### src/rtl/alu_pkg.sv
// Shared opcode/state definitions for the multi-cycle ALU.
package alu_pkg;

  typedef enum logic [3:0] {
    OP_ADD    = 4'd2,
    OP_AND    = 4'd3,
    OP_XOR    = 4'd4,
    OP_PASS_B = 4'd5,
    OP_SUB    = 4'd6,
    OP_SHL    = 4'd7,
    OP_SHR    = 4'd8,
    OP_MUL    = 4'd9
  } opcode_t;

  typedef enum logic [1:0] {
    IDLE = 2'd0,
    EXEC = 2'd1,
    DONE = 2'd2
  } state_t;

  function automatic logic is_iterative(input logic [3:0] op);
    return (op == OP_SHL) || (op == OP_SHR) || (op == OP_MUL);
  endfunction

endpackage

### src/rtl/alu_iter.sv
// Iterative datapath: one-bit-per-cycle shifts and shift-add multiply.
module alu_iter
  import alu_pkg::*;
#(
  parameter int WIDTH = 8,
  localparam int SHW = $clog2(WIDTH)
) (
  input  logic             clk,
  input  logic             rst,
  input  logic             start,
  input  logic [3:0]       op,
  input  logic [WIDTH-1:0] a,
  input  logic [WIDTH-1:0] b,
  input  logic [SHW-1:0]   amount,
  output logic [WIDTH-1:0] result,
  output logic             carry,
  output logic             done
);

  localparam int CW = $clog2(WIDTH + 1);

  logic [3:0]       op_reg;
  logic [CW-1:0]    count_reg;
  logic [WIDTH-1:0] hi_reg;
  logic [WIDTH-1:0] lo_reg;
  logic [WIDTH-1:0] mcand_reg;
  logic             shift_carry_reg;
  logic [WIDTH:0]   mul_sum;

  assign mul_sum = {1'b0, hi_reg} + (lo_reg[0] ? {1'b0, mcand_reg} : '0);

  always_ff @(posedge clk or posedge rst) begin
    if (rst) begin
      op_reg          <= '0;
      count_reg       <= '0;
      hi_reg          <= '0;
      lo_reg          <= '0;
      mcand_reg       <= '0;
      shift_carry_reg <= 1'b0;
    end else if (start) begin
      op_reg          <= op;
      count_reg       <= (op == OP_MUL) ? CW'(WIDTH) : CW'(amount);
      hi_reg          <= '0;
      lo_reg          <= (op == OP_MUL) ? b : a;
      mcand_reg       <= a;
      shift_carry_reg <= 1'b0;
    end else if (count_reg != '0) begin
      count_reg <= count_reg - 1'b1;
      case (op_reg)
        OP_SHL: begin
          shift_carry_reg <= lo_reg[WIDTH-1];
          lo_reg          <= {lo_reg[WIDTH-2:0], 1'b0};
        end
        OP_SHR: begin
          shift_carry_reg <= lo_reg[0];
          lo_reg          <= {1'b0, lo_reg[WIDTH-1:1]};
        end
        OP_MUL: begin
          // {hi,lo} holds partial product and the not-yet-consumed multiplier bits
          {hi_reg, lo_reg} <= {mul_sum, lo_reg[WIDTH-1:1]};
        end
        default: ;
      endcase
    end
  end

  assign result = lo_reg;
  assign carry  = (op_reg == OP_MUL) ? (|hi_reg) : shift_carry_reg;
  assign done   = (count_reg == CW'(1));

endmodule

### src/rtl/alu_mc.sv
// Multi-cycle ALU top: handshake FSM, single-cycle ops, iterative op dispatch.
module alu_mc
  import alu_pkg::*;
#(
  parameter int WIDTH = 8,
  localparam int SHW = $clog2(WIDTH)
) (
  input  logic             clk,
  input  logic             rst,
  input  logic             in_valid,
  output logic             in_ready,
  input  logic [3:0]       opcode,
  input  logic [WIDTH-1:0] rs1,
  input  logic [WIDTH-1:0] rs2,
  output logic             out_valid,
  input  logic             out_ready,
  output logic [WIDTH-1:0] rd,
  output logic             is_zero,
  output logic             carry,
  output logic             busy
);

  state_t           state_reg;
  logic [3:0]       op_reg;
  logic [WIDTH-1:0] a_reg;
  logic [WIDTH-1:0] b_reg;
  logic             use_iter_reg;
  logic [WIDTH-1:0] rd_reg;
  logic             zero_reg;
  logic             carry_reg;

  logic             accept;
  logic             start_iter;
  logic [WIDTH-1:0] alu_res;
  logic             alu_carry;
  logic [WIDTH:0]   wide;
  logic [WIDTH-1:0] iter_result;
  logic             iter_carry;
  logic             iter_done;

  assign accept     = in_valid && (state_reg == IDLE);
  // shifts by zero finish like single-cycle ops and never start the iterator
  assign start_iter = accept && is_iterative(opcode) &&
                      ((opcode == OP_MUL) || (rs2[SHW-1:0] != '0));

  always_comb begin
    alu_res   = a_reg;
    alu_carry = 1'b0;
    wide      = '0;
    case (op_reg)
      OP_ADD: begin
        wide      = {1'b0, a_reg} + {1'b0, b_reg};
        alu_res   = wide[WIDTH-1:0];
        alu_carry = wide[WIDTH];
      end
      OP_SUB: begin
        wide      = {1'b0, a_reg} - {1'b0, b_reg};
        alu_res   = wide[WIDTH-1:0];
        alu_carry = wide[WIDTH];
      end
      OP_AND:    alu_res = a_reg & b_reg;
      OP_XOR:    alu_res = a_reg ^ b_reg;
      OP_PASS_B: alu_res = b_reg;
      default:   alu_res = a_reg;
    endcase
  end

  always_ff @(posedge clk or posedge rst) begin
    if (rst) begin
      state_reg    <= IDLE;
      op_reg       <= '0;
      a_reg        <= '0;
      b_reg        <= '0;
      use_iter_reg <= 1'b0;
      rd_reg       <= '0;
      zero_reg     <= 1'b0;
      carry_reg    <= 1'b0;
    end else begin
      case (state_reg)
        IDLE: if (accept) begin
          op_reg       <= opcode;
          a_reg        <= rs1;
          b_reg        <= rs2;
          use_iter_reg <= start_iter;
          state_reg    <= EXEC;
        end
        EXEC: begin
          if (!use_iter_reg) begin
            rd_reg    <= alu_res;
            zero_reg  <= (alu_res == '0);
            carry_reg <= alu_carry;
            state_reg <= DONE;
          end else if (iter_done) begin
            state_reg <= DONE;
          end
        end
        DONE: if (out_ready) state_reg <= IDLE;
        default: state_reg <= IDLE;
      endcase
    end
  end

  alu_iter #(.WIDTH(WIDTH)) u_iter (
    .clk    (clk),
    .rst    (rst),
    .start  (start_iter),
    .op     (opcode),
    .a      (rs1),
    .b      (rs2),
    .amount (rs2[SHW-1:0]),
    .result (iter_result),
    .carry  (iter_carry),
    .done   (iter_done)
  );

  assign in_ready  = (state_reg == IDLE);
  assign out_valid = (state_reg == DONE);
  assign busy      = (state_reg != IDLE);
  assign rd        = use_iter_reg ? iter_result : rd_reg;
  assign is_zero   = use_iter_reg ? (iter_result == '0) : zero_reg;
  assign carry     = use_iter_reg ? iter_carry : carry_reg;

endmodule

### config.mk
export PLATFORM = sky130hd
export DESIGN_NAME = alu_mc
export DESIGN_NICKNAME = d
export VERILOG_FILES = /design/src/rtl/alu_pkg.sv /design/src/rtl/alu_iter.sv /design/src/rtl/alu_mc.sv
export SDC_FILE = /design/constraint.sdc
export NUM_CORES = 1
export LEC_CHECK = 0
export BUFFER_PORTS_ARGS = -buffer_cell sky130_fd_sc_hd__clkbuf_2
export CELL_PAD_IN_SITES_DETAIL_PLACEMENT = 0
export CELL_PAD_IN_SITES_GLOBAL_PLACEMENT = 1
export CORE_ASPECT_RATIO = 1.2
export CORE_MARGIN = 8
export CORE_UTILIZATION = 40
export CTS_BUF_LIST = sky130_fd_sc_hd__clkbuf_16
export DETAILED_ROUTE_END_ITERATION = 8
export GPL_TIMING_DRIVEN = 0
export PLACE_DENSITY = 0.7
export SLEW_MARGIN = 30
export SYNTH_ARGS = -nofsm -noshare
export SYNTH_HDL_FRONTEND = slang
export SYNTH_SLANG_ARGS = --single-unit
### constraint.sdc
create_clock -name clk -period 3.7 [get_ports clk]
set_clock_uncertainty 0.15 [all_clocks]
set_input_delay 0.555 -clock clk [delete_from_list [all_inputs] [get_ports clk]]
set_output_delay 0.555 -clock clk [all_outputs]
set_load 0.01 [all_outputs]
# --- Word level (Yosys, flattened, before mapping) ---
# Index checks and enable logic that the tools add are counted.
# W data, S select, Z words.
totals:
  word_cells: 86
  register_bits: 66
op_classes:
  mux: 25
  reduce_logical: 23
  addsub: 4
  bitwise_logic: 3
  n_eq_ne: 17
op_table:
  columns: ["op", "count"]
  rows:
  - ["$mux W8", 8]
  - ["$pmux W8 S5", 1]
  - ["$pmux W8 S3", 1]
  - ["$eq A4 B3 Y1 const B", 5]
  - ["$eq A4 B4 Y1 const B", 4]
  - ["$logic_not A8 Y1", 2]
  - ["$mux W4", 3]
  - ["$reduce_and A2 Y1", 5]
  - ["$add A8 B8 Y9", 1]
  - ["$add A8 B9 Y9", 1]
  - ["$sub A8 B8 Y9", 1]
  - ["$and A8 B8 Y8", 1]
  - ["$eq A4 B2 Y1 const B", 2]
  - ["$mux W2", 4]
  - ["$reduce_bool A4 Y1", 2]
  - ["$reduce_or A8 Y1", 1]
  - ["$xor A8 B8 Y8", 1]
  - ["$pmux W2 S3", 1]
  - ["$reduce_bool A2 Y1", 3]
  - ["$reduce_bool A3 Y1", 2]
  - ["$mux W1", 5]
  - ["$eq A4 B1 Y1 const B", 1]
  - ["$ne A2 B1 Y1 const B", 2]
  - ["$pmux W1 S2", 2]
  - ["9 further kinds", 13]

# --- Longest topological paths before layout ---
# Gate-level depths: netlist (run 1).
depth:
  depth_word: 7
  ltp_mapped: 12
  mapped_depth_nobuf: 11

# --- Hierarchy ---
# Synthesis (run 1) repeated with hierarchy kept, for this count alone.
unflattened:
  hier_cells: 519
  hier_area_um2: 4679.5
by_module_without_submodules:
  columns: ["mod", "instances", "seq_area_each_um2", "area_per_inst_um2", "cells_each"]
  rows:
  - ["alu_mc", 1, 825.8, 2551.2, 306]
  - ["alu_iter", 1, 825.8, 2128.3, 213]

# --- Worst setup path after synthesis (run 1) ---
# OpenSTA, ideal clock, no wires.
synth_path:
  path_type: "register -> register"
  startpoint: "register u_iter.lo_reg[0], in the netlist u_iter.result[0]"
  endpoint: "register u_iter.hi_reg[7]"
  path_buffers: 1
  period_less_slack_ps: 2574
  arrival_ps: 2320
  required_ps: 3446
  setup_slack_ps: 1126
  setup_ps: 104
  path_stages_with_launch: 13
  cell_sequence: "dfrtp_1 -> clkbuf_1 -> and2_1 -> ha_1 -> inv_1 -> fa_1 -> nor2b_1 -> o21ai_0 -> a21boi_0 -> o21ai_0 -> a21boi_0 -> o21ai_0 -> a221oi_1"
synth_between:
  elab_chain_cells: 5
synth_rtl:
  columns: ["item", "line", "rtl"]
  rows:
  - ["start, declared", "alu_iter.sv:25", "logic [WIDTH-1:0] lo_reg;"]
  - ["start signal, assigned", "alu_iter.sv:44", "lo_reg <= (op == OP_MUL) ? b : a;"]
  - ["start signal, assigned", "alu_iter.sv:52", "lo_reg <= {lo_reg[WIDTH-2:0], 1'b0};"]
  - ["start signal, assigned", "alu_iter.sv:56", "lo_reg <= {1'b0, lo_reg[WIDTH-1:1]};"]
  - ["$mux W8", "alu_iter.sv:30", "assign mul_sum = {1'b0, hi_reg} + (lo_reg[0] ? {1'b0, mcand_reg} : '0);"]
  - ["$add A8 B9 Y9", "alu_iter.sv:30", null]
  - ["$mux W8", "alu_iter.sv:49", "case (op_reg)"]
  - ["$mux W8", "alu_iter.sv:47", "end else if (count_reg != '0) begin"]
  - ["$mux W8", "alu_iter.sv:40", "end else if (start) begin"]
  - ["end signal, assigned", "alu_iter.sv:60", "{hi_reg, lo_reg} <= {mul_sum, lo_reg[WIDTH-1:1]};"]
  - ["end, declared", "alu_iter.sv:24", "logic [WIDTH-1:0] hi_reg;"]
# No other way between the ends. The select of a mux whose other input is x is not followed.
# A chain may end at the register's enable or synchronous reset.

# --- Worst setup path in the final report (run 1) ---
# Ends and elaborated chain as after synthesis.

==> results.json, run 1 <==
{
  "status": "finished clean",
  "routedWlPerCell_um": 17.5,
  "rows": 42,
  "pwr-share-seq": 0.277,
  "fin_setup_tns_ns": 0,
  "synth_top_area_frac": 0.362,
  "slowest_delay_ns": 0.42,
  "drive_gt1_frac": 0.126,
  "postSynthAreaPerCell_um2": 8.04,
  "critPathLaunchType": "register",
  "clock-sinks": 66,
  "min_path_type": "in -> async",
  "synth_top_cells_by_area": "dfrtp_1 (36%), nand2_1 (12%), ha_1 (7.4%)",
  "syn_to_final_growth_pct": 14.1,
  "grt_first_pass_wirelength_mm": 22.7,
  "synth.most_common_cell": "nand2_1",
  "clockBufferDepth": 2,
  "routed_via_density": 5.35,
  "core_um2": 11100,
  "grt_max_degree": 48,
  "num_antenna_cells": 0,
  "drt-total-wl_mm": 13.5,
  "place_hpwl_mm": 10.6,
  "p_per_area_nw_per_um2": 941,
  "dieArea_um2": 15100,
  "synth_commonest_cells": "nand2_1 (148), dfrtp_1 (66), nor2_1 (40), o21ai_0 (38), a21oi_1 (35)",
  "clkLatencyLatePin_ns": 0.32,
  "cts_setup_buffers": 0,
  "maxSlewHeadroom": 0.472,
  "ys_seq_elements": 66,
  "ys_async_sr_fraction": 1.00,
  "antenna_found_initial": 0,
  "crit_chain": "clkbuf_1 -> and2_1 -> ha_1 -> inv_1 -> fa_1 -> nor2b_1 -> o21ai_0 -> a21boi_0 -> o21ai_0 -> a21boi_0 -> o21ai_0 -> a221oi_1",
  "ys.warnings.count": 0,
  "critPathMostFrequentCell": "o21ai_0",
  "setup-violations-final": 0,
  "min_period_over_period": 0.864,
  "worst_pin_slew_ns": 0.784,
  "finalHoldViolations": 0,
  "r2r_cells": 12,
  "grt.total_usage": 0.191,
  "pwr-share-comb": 0.577,
  "root_buffer": "clkbuf_16",
  "die_h_um": 133,
  "cap_violations": 0,
  "drcViolationCount": 0,
  "min_period_ns": 3.20,
  "critPathMaxFanout": 10,
  "grt_pass1_vias": 4310,
  "finalMaxSlewViolations": 0,
  "cp-startpoint": "u_iter.result[0]",
  "synthesis.area_um2": 4560,
  "fmax_mhz": 313,
  "dr.pass1.iters": 5,
  "htree_levels": 3,
  "cp_data_arrival_time_ns": 3.27,
  "port_buffers": 36,
  "cts_tree": "yes",
  "vdd_drop_max_mv": 0.339,
  "p_sw_frac": 0.464,
  "power.total_w": 0.00489,
  "synth_edf_count": 0,
  "numCtsBuffers": 9,
  "die_w_um": 113,
  "vias": 4128,
  "hold_ws_ns": 0.0228,
  "rsz0062_at_grt": "no",
  "place_congestion": 0.861,
  "p_int_w": 0.00262,
  "worst-setup-path-type": "reg -> reg",
  "power.share.clock": 0.146,
  "postCtsHoldBufs": 0,
  "required_ns": 3.77,
  "ant_nets": 0,
  "synth.net_count": 621,
  "yosysSeqAreaShare": 0.362,
  "p_leak_nw": 2.49,
  "initial_core_util": 0.411,
  "r2r_start": "u_iter.result[0]",
  "power.switching_w": 0.00227,
  "slowest_stage": "dfrtp_1",
  "crit_path_end_kind": "register",
  "grt_overflow": 0,
  "synth_cells": 567,
  "yosysUniqueCellTypes": 64,
  "fin_nets": 669,
  "synthFlopType": "dfrtp_1",
  "cts_resized": 0,
  "drt_iter0_markers": 185,
  "yosysTopAreaCell": "dfrtp_1",
  "io_pins": 37,
  "path_clk_slew_ns": 0.05
}
-- metal layers --
layer,up-vias,part of all wire,GRT usage,wire length (um)
li1,2046,-,-,-
met1,1990,0.43,0.220,5740
met2,72,0.52,0.347,7070
met3,20,0.029,0.0296,389
met4,0,0.021,0.0675,288
met5,-,0,0,0
-- worst max-delay path: cells and delay by family (launching register included) --
family                   cells  cell delay, ns
AO/OA/AOI/OAI                6            1.17
adder cells (fa/ha/maj)      2            0.54
buffers and inverters        2            0.42
flip-flops                   1            0.42
AND/OR/NAND/NOR              2            0.39
-- cells in the final DEF (no fill, tap or decap), types with 3 or more instances in the layout --
| master | instances |
|---|---|
| o21a_1 | 3 |
| a21o_1 | 5 |
| nor2_1 | 40 |
| a21oi_1 | 35 |
| o22ai_1 | 7 |
| nor2b_1 | 6 |
| and3_1 | 5 |
| xnor2_1 | 7 |
| buf_2 | 6 |
| buf_6 | 3 |
| xor2_1 | 3 |
| inv_1 | 31 |
| clkbuf_2 | 36 |
| fa_1 | 3 |
| clkbuf_1 | 17 |
| nand2b_1 | 4 |
| nand2_1 | 148 |
| a31oi_1 | 5 |
| o211ai_1 | 3 |
| mux2_2 | 10 |
| clkbuf_16 | 9 |
| a311oi_1 | 4 |
| nor4_1 | 5 |
| dfrtp_1 | 66 |
| a211o_1 | 4 |
| and2_1 | 10 |
| ha_1 | 27 |
| o21ai_0 | 38 |
| nor3_1 | 12 |
| a211oi_1 | 3 |
| nand3_1 | 11 |
| mux2i_1 | 3 |
| nand4b_1 | 3 |
-- worst paths after layout --
| kind | to | slack [ns] |
|---|---|---|
| setup / recovery | u_iter.hi_reg[7] | 0.50 |
| hold / removal | u_iter.count_reg[2] | 0.02 |
| setup reg to reg | u_iter.hi_reg[7] | 0.50 |
| hold reg to reg | u_iter.mcand_reg[5] | 0.32 |
| max in group asynchronous | rd_reg[5] | 2.84 |
| min in group clk | state_reg[1] | 0.26 |
-- layout make-up --
cell class / instances / area, um2
multi-input cells: 443 / 2660
clock buffers: 9 / 225
inverters: 30 / 115
plain buffers: 28 / 139
flip-flops and latches: 66 / 1650
well taps: 154 / 193
clock inverters: 4 / 15.0
repair buffers: 37 / 208
fillers: 1129 / 5890
-- cells by family (layout without fill, tap and decap cells) --
| kind of cell | count (synthesis) | after routing | synth area share |
|---|---|---|---|
| mux | 13 | 13 | 0.0313 |
| flops | 66 | 66 | 0.362 |
| xor+xnor | 10 | 10 | 0.0192 |
| buf+inv | 58 | 108 | 0.0552 |
| simple gates | 253 | 253 | 0.245 |
| compound gates | 137 | 137 | 0.200 |
| fa+ha+maj | 30 | 30 | 0.0873 |
-- power by group through the flow --
stage,Combinational [W],Sequential [W],Clock (W)
after floorplan,0.00212,0.00126,0
after global placement,0.00275,0.00135,0
after detailed placement,0.00280,0.00136,0
after CTS,0.00282,0.00135,0.000731
after global routing,0.00319,0.00140,0.000763
final,0.00282,0.00136,0.000716
-- metrics by stage --
| stage | cells | cell area [um2] | setup slack (ns) | util |
|---|---|---|---|---|
| after global routing | 771 | 5200 | 0.157 | 0.469 |
| final | 771 | 5200 | 0.504 | 0.469 |
| after CTS | 771 | 5200 | 0.449 | 0.469 |
| after global placement | 757 | 4930 | 0.416 | 0.445 |
| after detailed placement | 758 | 4960 | 0.464 | 0.447 |
| after floorplan | 567 | 4560 | 1.13 | - |
Power figures use the tool's default switching activity.
==> run 2: changes to the inputs <==
--- a/config.mk
+++ b/config.mk
@@ -11,7 +11,7 @@
 export CORE_ASPECT_RATIO = 1.2
 export CORE_MARGIN = 8
 export CORE_UTILIZATION = 40
-export CTS_BUF_LIST = sky130_fd_sc_hd__clkbuf_16
+export CTS_BUF_LIST = sky130_fd_sc_hd__clkbuf_8 sky130_fd_sc_hd__clkbuf_16
 export DETAILED_ROUTE_END_ITERATION = 8
 export GPL_TIMING_DRIVEN = 0
 export PLACE_DENSITY = 0.7
==> run 2 against run 1 <==
  * Via count grew 0.15%
  * Critical path depth is the same
  * Die area is the same
  * Final cell count is the same
  * Wire length shrank 0.41%
  * Count of clock-buffer cells in the layout grew 2
  * Sequential cell count is the same
  * Combinational power is essentially flat
  * Non-clock buffer count is the same
  * Sequential power is essentially flat
==> results.json, run 2 (synthesis gave the netlist of run 1 again) <==
{
  "status": "finished clean",
  "dieArea_um2": 15100,
  "routedWlPerCell_um": 17.4,
  "grt.total_usage": 0.191,
  "antenna_found_initial": 0,
  "drt_iter0_markers": 177,
  "grt_pass1_vias": 4326,
  "htree_levels": 3,
  "finalMaxSlewViolations": 0,
  "fillers": 1125,
  "ant_nets": 0,
  "drt-total-wl_mm": 13.4,
  "cap_violations": 0,
  "layout_commonest_cell": "nand2_1",
  "postCtsHoldBufs": 0,
  "crit_path_end_kind": "register",
  "root_buffer": "clkbuf_16",
  "vias": 4134,
  "numCtsBuffers": 9,
  "vdd_drop_max_mv": 0.338,
  "fin_setup_tns_ns": 0,
  "required_ns": 3.78,
  "power.total_w": 0.00493,
  "rsz0062_at_grt": "no",
  "initial_core_util": 0.411,
  "path_clk_slew_ns": 0.05,
  "clockBufferDepth": 2,
  "io_pins": 37,
  "p_leak_nw": 2.50,
  "port_buffers": 36,
  "clkLatencyLatePin_ns": 0.33,
  "final_cell_mix": "nand2_1 (148), dfrtp_1 (66), nor2_1 (40)",
  "grt_overflow": 0,
  "p_per_area_nw_per_um2": 944,
  "core_um2": 11100,
  "cts_tree": "yes",
  "min_period_over_period": 0.868,
  "finalHoldViolations": 0,
  "final_core_util": 0.471,
  "dr.pass1.iters": 5,
  "min_period_ns": 3.21,
  "cts_resized": 0,
  "cts_setup_buffers": 0,
  "place_congestion": 0.861,
  "syn_to_final_growth_pct": 14.5,
  "setup-violations-final": 0,
  "worst-setup-path-type": "reg -> reg",
  "grt_max_degree": 48,
  "cp_data_arrival_time_ns": 3.29,
  "maxSlewHeadroom": 0.472,
  "drcViolationCount": 0,
  "worst_pin_slew_ns": 0.784,
  "min_path_type": "in -> async",
  "die_w_um": 113,
  "place_area_um2": 4960,
  "die_h_um": 133,
  "routed_via_density": 5.36,
  "drive_gt1_frac": 0.130,
  "critPathLaunchType": "register",
  "fmax_mhz": 312,
  "rows": 42,
  "place_hpwl_mm": 10.6,
  "critPathMaxFanout": 10,
  "grt_first_pass_wirelength_mm": 22.7,
  "clock-sinks": 66,
  "fin_nets": 669,
  "final_area_um2": 5220,
  "num_antenna_cells": 0,
  "rrSetupSlack_ns": 0.49
}
## run 2: worst paths after layout
path,end,cells after the start,from
max,u_iter.hi_reg[7],12,u_iter.result[0]
min reg2reg,u_iter.mcand_reg[3],2,u_iter.mcand_reg[3]
min,u_iter.count_reg[2],2,rst
max reg2reg,u_iter.hi_reg[7],12,u_iter.result[0]
min in group clk,state_reg[1],2,out_ready
max in group asynchronous,rd_reg[5],3,rst
## run 2: layout make-up
| cell class | instances | area [um2] | area share |
|---|---|---|---|
| clock inverters | 2 | 7.51 | 0.00144 |
| flip-flops and latches | 66 | 1650 | 0.316 |
| multi-input cells | 443 | 2660 | 0.509 |
| repair buffers | 37 | 208 | 0.0398 |
| plain buffers | 28 | 139 | 0.0266 |
| inverters | 30 | 115 | 0.0220 |
| well taps | 154 | 193 | 0.0369 |
| clock buffers | 11 | 253 | 0.0484 |
## run 2: critical path, stage by stage (launching register included)
cell and delay, ns:
dfrtp_1 0.43, clkbuf_1 0.36, and2_1 0.23, ha_1 0.17, inv_1 0.06, fa_1 0.37
nor2b_1 0.16, o21ai_0 0.12, a21boi_0 0.27, o21ai_0 0.15, a21boi_0 0.26, o21ai_0 0.13
a221oi_1 0.24
## run 2: per-stage QoR
step	cells	setup WS, ns	hold slack [ns]
after floorplan	567	1.13	0.287
after global placement	757	0.416	0.302
after detailed placement	758	0.464	0.309
after CTS	771	0.449	0.0225
after global routing	771	0.157	0.0373
final	771	0.490	0.0216
## run 2: power by group
part / switching (W) / total (W) / internal, W / leakage (nW)
Clock: 0.000281 / 0.000754 / 0.000473 / 0.136
Sequential: 0.000300 / 0.00136 / 0.00106 / 0.832
Combinational: 0.00168 / 0.00282 / 0.00113 / 1.53
## run 2: layer usage
layer	global-route usage	up-vias	routed length (um)
li1	-	2044	-
met1	0.219	1985	5740
met2	0.347	83	7010
met3	0.0296	22	390
met4	0.0720	0	293
met5	0	-	0
